File: config.mk
export PLATFORM = sky130hd
export DESIGN_NAME = ring_shift_sequencer_flat
export DESIGN_NICKNAME = d
export VERILOG_FILES = /design/src/rtl/ring_shift_sequencer_if.sv /design/src/rtl/ring_shift_sequencer.sv /design/src/flat_wrapper.sv
export SDC_FILE = /design/constraint.sdc
export NUM_CORES = 1
export LEC_CHECK = 0
export ABC_AREA = 1
export CAP_MARGIN = 20
export CORE_ASPECT_RATIO = 0.8
export CORE_UTILIZATION = 40
export CTS_CLUSTER_SIZE = 8
export DETAILED_ROUTE_END_ITERATION = 8
export HOLD_SLACK_MARGIN = 0.15
export PLACE_DENSITY = 0.76
export RECOVER_POWER = 100
export SLEW_MARGIN = 20
export SYNTH_ARGS = -nofsm -noshare
export SYNTH_HDL_FRONTEND = slang
export SYNTH_SLANG_ARGS = --single-unit
File: constraint.sdc
create_clock -name clk -period 5.9 [get_ports clk]
set_clock_uncertainty 0.05 [all_clocks]
set_input_delay 0.885 -clock clk [delete_from_list [all_inputs] [get_ports clk]]
set_output_delay 0.885 -clock clk [all_outputs]
set_load 0.03 [all_outputs]
File: src/rtl/ring_shift_sequencer_if.sv
// Command channel for ring_shift_sequencer: valid/ready handshake carrying
// an opcode, a step count and a load value.
interface ring_shift_sequencer_if #(
    parameter int N  = 69,
    parameter int CW = 7
);
    logic          cmd_valid;
    logic          cmd_ready;
    logic [1:0]    cmd_op;
    logic [CW-1:0] cmd_count;
    logic [N-1:0]  cmd_data;

    modport master (
        output cmd_valid, cmd_op, cmd_count, cmd_data,
        input  cmd_ready
    );

    modport slave (
        input  cmd_valid, cmd_op, cmd_count, cmd_data,
        output cmd_ready
    );
endinterface

File: src/rtl/ring_shift_sequencer.sv
// ring_shift_sequencer: accepts wait/rotate/load commands and sequences the
// mode/data controls of an external N-bit ring register, tracking the net
// left-rotation offset since the last load.
// Optional build macro RING_SEQ_COUNT_REDUCE_EN: reduces rotate step counts
// modulo N at accept so whole-ring rotations are skipped.
module ring_shift_sequencer #(
    parameter int  N  = 69,
    parameter int  CW = 7,
    localparam int PW = $clog2(N)
) (
    input  logic                    clk,
    input  logic                    rst,
    ring_shift_sequencer_if.slave   cmd,
    input  logic                    abort,
    output logic [1:0]              mode,
    output logic [N-1:0]            ring_data,
    output logic                    busy,
    output logic                    done,
    output logic [PW-1:0]           rot_pos
);

    localparam logic [1:0] OP_WAIT  = 2'b00;
    localparam logic [1:0] OP_LEFT  = 2'b01;
    localparam logic [1:0] OP_RIGHT = 2'b10;
    localparam logic [1:0] OP_LOAD  = 2'b11;

    typedef enum logic [1:0] {
        IDLE = 2'd0,
        LOAD = 2'd1,
        STEP = 2'd2,
        DONE = 2'd3
    } state_t;

    state_t        state, state_nxt;
    logic [CW-1:0] cnt;
    logic [1:0]    op_q;
    logic [CW-1:0] eff_count;
    logic          accept;

    assign accept = (state == IDLE) && cmd.cmd_valid;

    // Effective step count for the offered command.
    always_comb begin
        eff_count = cmd.cmd_count;
`ifdef RING_SEQ_COUNT_REDUCE_EN
        // A wait is a delay, so only rotations fold whole-ring turns away.
        if (cmd.cmd_op != OP_WAIT)
            eff_count = CW'(int'(cmd.cmd_count) % N);
`endif
    end

    // State register.
    always_ff @(posedge clk) begin
        if (rst) state <= IDLE;
        else     state <= state_nxt;
    end

    // Next-state logic; abort only matters while stepping.
    always_comb begin
        state_nxt = state;
        case (state)
            IDLE: begin
                if (cmd.cmd_valid) begin
                    if (cmd.cmd_op == OP_LOAD)   state_nxt = LOAD;
                    else if (eff_count != '0)    state_nxt = STEP;
                    else                         state_nxt = DONE;
                end
            end
            LOAD:    state_nxt = DONE;
            STEP:    if (abort || cnt == CW'(1)) state_nxt = DONE;
            DONE:    state_nxt = IDLE;
            default: state_nxt = IDLE;
        endcase
    end

    // Outputs decoded from state and registered opcode only.
    always_comb begin
        mode = OP_WAIT;
        case (state)
            LOAD:    mode = OP_LOAD;
            STEP:    mode = op_q;
            default: mode = OP_WAIT;
        endcase
    end

    assign busy          = (state != IDLE);
    assign done          = (state == DONE);
    assign cmd.cmd_ready = (state == IDLE);

    // Command capture and step counter.
    always_ff @(posedge clk) begin
        if (rst) begin
            cnt       <= '0;
            op_q      <= OP_WAIT;
            ring_data <= '0;
        end else if (accept) begin
            cnt  <= eff_count;
            op_q <= cmd.cmd_op;
            if (cmd.cmd_op == OP_LOAD) ring_data <= cmd.cmd_data;
        end else if (state == STEP) begin
            cnt <= cnt - CW'(1);
        end
    end

    // Rotation offset follows whatever the ring register is told to do.
    always_ff @(posedge clk) begin
        if (rst) begin
            rot_pos <= '0;
        end else begin
            case (mode)
                OP_LOAD:  rot_pos <= '0;
                OP_LEFT:  rot_pos <= (rot_pos == PW'(N - 1)) ? '0 : rot_pos + PW'(1);
                OP_RIGHT: rot_pos <= (rot_pos == '0) ? PW'(N - 1) : rot_pos - PW'(1);
                default:  rot_pos <= rot_pos;
            endcase
        end
    end

endmodule

File: src/flat_wrapper.sv
// flat-port wrapper written by rule: the top's interface ports become plain ports
module ring_shift_sequencer_flat 
#(
    parameter int  N  = 69,
    parameter int  CW = 7,
    localparam int PW = $clog2(N)
)
  (clk, rst, abort, mode, ring_data, busy, done, rot_pos, cmd_cmd_valid, cmd_cmd_op, cmd_cmd_count, cmd_cmd_data, cmd_cmd_ready);
  ring_shift_sequencer_if #(.N(N), .CW(CW)) cmd_i ();
  input  logic clk;
  input  logic rst;
  input  logic abort;
  output logic [1:0] mode;
  output logic [N-1:0] ring_data;
  output logic busy;
  output logic done;
  output logic [PW-1:0] rot_pos;
  input wire logic [$bits(cmd_i.cmd_valid)-1:0] cmd_cmd_valid;
  input wire logic [$bits(cmd_i.cmd_op)-1:0] cmd_cmd_op;
  input wire logic [$bits(cmd_i.cmd_count)-1:0] cmd_cmd_count;
  input wire logic [$bits(cmd_i.cmd_data)-1:0] cmd_cmd_data;
  output wire logic [$bits(cmd_i.cmd_ready)-1:0] cmd_cmd_ready;
  assign cmd_i.cmd_valid = cmd_cmd_valid;
  assign cmd_i.cmd_op = cmd_cmd_op;
  assign cmd_i.cmd_count = cmd_cmd_count;
  assign cmd_i.cmd_data = cmd_cmd_data;
  assign cmd_cmd_ready = cmd_i.cmd_ready;
  ring_shift_sequencer #(.N(N), .CW(CW)) u_core (.clk(clk), .rst(rst), .cmd(cmd_i), .abort(abort), .mode(mode), .ring_data(ring_data), .busy(busy), .done(done), .rot_pos(rot_pos));
endmodule
==> out/metrics.csv <==
metric;value;unit
outcome;complete, but fails checks;
failed_checks;design-rule violations;
ant_nets;0;
die_y;89.18;um
synth_most_common_cell;nor2_1;
grt_pass1_wl;16780;um
final_hold_viol_count;0;
track_usage;0.2150;
path_common_cell;nor2_1;
die_area;9896;um2
antenna_found_initial;0;
yosysWarnings;0;
viasPerCell;4.939;
finalSetupViolCount;0;
slew_headroom;0.3900;
placed_cells;776;
cellLeakagePower;2.652;nW
cts_hold_buf;0;
wire_per_inst;13.55;um
overflow;0;
clk_latency;0.33;ns
arrival;3.68;ns
dp_hpwl;7618;um
yosys.area.top_type;dfxtp_1;
cts_tree;built;
h-tree-depth;3;
yosys_most_used_dff;dfxtp_1;
worstPathRequired;6.06;ns
netlist_area;3800;um2
synth_cells;523;
synth_area_leaders;dfxtp_1 (46%), nor2_1 (16%), o21ai_0 (10%);
grt_max_degree;71;
fin_nets;767;
gp_congestion;0.8995;
fp-row-count;31;
cp-end-kind;flip-flop;
min_path_type;reg -> reg;
cpMaxStageDelayCell;clkinv_2;
cp_top_family;buffers and inverters;
grt_pass1_vias;3615;
powerDensity;337.6;nW/um2
crit_type;in -> reg;
totalWireLength;10730;um
worstPathBufferInverterCount;3;
area_delta_synth_final;50.41;%
syn_avg_cell_area;7.266;um2
cts_buffers;9;
drt_first_pass_iters;7;
ioPinCount;163;
finalCritPeriodShare;0.5960;
yosysTopAreaCellShare;0.4583;
p_total;1.929;mW
core_area;9154;um2
finalSetupTns;0;ns
yosysUniqueCellTypes;28;
yosysSeqAreaShare;0.4583;
vias;3912;
fillers;779;
layout-drive-gt1-share;0.04136;
clk_path_buf_depth;2;
io_buffers;162;
timing.fmax;284.4;MHz
worstSetupStartpointType;primary input;
slowest_delay;0.87;ns
synth_seq_cells;87;
synth_edf_count;0;
holdWs;0.4231;ns
clk_pin_slew;0.06;ns
post_cts_resize_count;0;
drv_slew;0;
final.min_clock_period;3.516;ns
initialDrtViolationCount;226;
drc;4;
rsz0062_at_grt;no;
critPathMaxFanout;70;
antenna_cells;0;
root_buffer;clkbuf_16;
synthArstFlopShare;0;
synth_fp_nets;618;
dieWidth;111.0;um
tightest_slew;0.9149;ns
finish.utilization;0.6244;
post-cts-setup-buffer-count;0;
ir_drop;0.2352;mV
maxCapViolations;0;
cts_num_sinks;87;
stdcell_count;792;
initial_utilization;0.4151;
path_cells;dlygate4sd3_1, nand2_1, nor2_4, buf_4, clkinv_2, nor2_1, nor2_1;
netlist_top_cells_count;nor2_1 (158), dfxtp_1 (87), o21ai_0 (79);
-- path summary, 6_finish.rpt --
| check | from | depth (start not counted) | to | slack, ns |
|---|---|---|---|---|
| worst max-delay path | cmd_cmd_valid | 7 | u_core.ring_data[56] | 2.38 |
| worst min-delay path | u_core.op_q[1] | 2 | u_core.op_q[1] | 0.42 |
| worst max register to register | u_core.state[1] | 8 | u_core.ring_data[56] | 2.78 |
| worst min register to register | u_core.op_q[1] | 2 | u_core.op_q[1] | 0.42 |
-- worst min-delay path: stages, from the launching register on --
cell and delay, ns:
dfxtp_1 0.31, nand2_1 0.06, a21oi_1 0.06
-- power by group --
group | internal, mW | switching [mW] | total, mW
clock | 0.330 | 0.227 | 0.557
combinational | 0.248 | 0.413 | 0.661
sequential | 0.668 | 0.0426 | 0.711
total | 1.25 | 0.682 | 1.93
-- routing by layer --
metal / part of all wire / GRT usage
met2: 0.47 / 0.3596
met3: 0.099 / 0.1044
met5: 0 / 0
met1: 0.42 / 0.2418
met4: 0.016 / 0.07970
-- cells by family after synthesis --
group,after synthesis,synth area share
buffers and inverters,57,0.06684
adders and majority gates,13,0.04281
and+or+nand+nor,258,0.2796
AOI/OAI and AO/OA,102,0.1386
xor gates and xnor gates,6,0.01383
DFF,87,0.4583
-- layout make-up --
type	instances	area [um2]	share of cell area
Clock buffer	12	236.5	0.04137
Inverter	31	117.6	0.02058
Sequential cell	87	1742	0.3047
Clock inverter	4	53.80	0.009413
Tap cell	115	143.9	0.02518
Timing Repair Buffer	164	1637	0.2863
Multi-Input combinational cell	379	1785	0.3124
-- layout by cell type (no fill, tap or decap), types with 3 or more instances in the layout --
| cell type | n |
|---|---|
| nor2_1 | 159 |
| dfxtp_1 | 87 |
| dlygate4sd3_1 | 83 |
| o21ai_0 | 80 |
| clkdlybuf4s50_1 | 79 |
| nand2_1 | 66 |
| inv_1 | 28 |
| nand3_1 | 19 |
| ha_1 | 13 |
| a21oi_1 | 11 |
| clkbuf_16 | 9 |
| xor2_1 | 6 |
| nor2_2 | 4 |
| a31oi_1 | 4 |
| nor2_4 | 3 |
| nand4_1 | 3 |
| o21ai_1 | 3 |
| clkbuf_1 | 3 |
-- sequential cells by signal (all words and copies together) (netlist names) --
register and count:
u_core.op_q 2, u_core.state 2, u_core.ring_data 69, u_core.rot_pos 7, u_core.cnt 7
-- through the flow --
step,setup slack (ns),area [um2]
global route,2.172,5715
detailed placement,2.453,5443
CTS,2.794,5733
floorplan,3.445,3800
finish,2.384,5715
global placement,2.475,5443
Power figures use the tool's default switching activity.
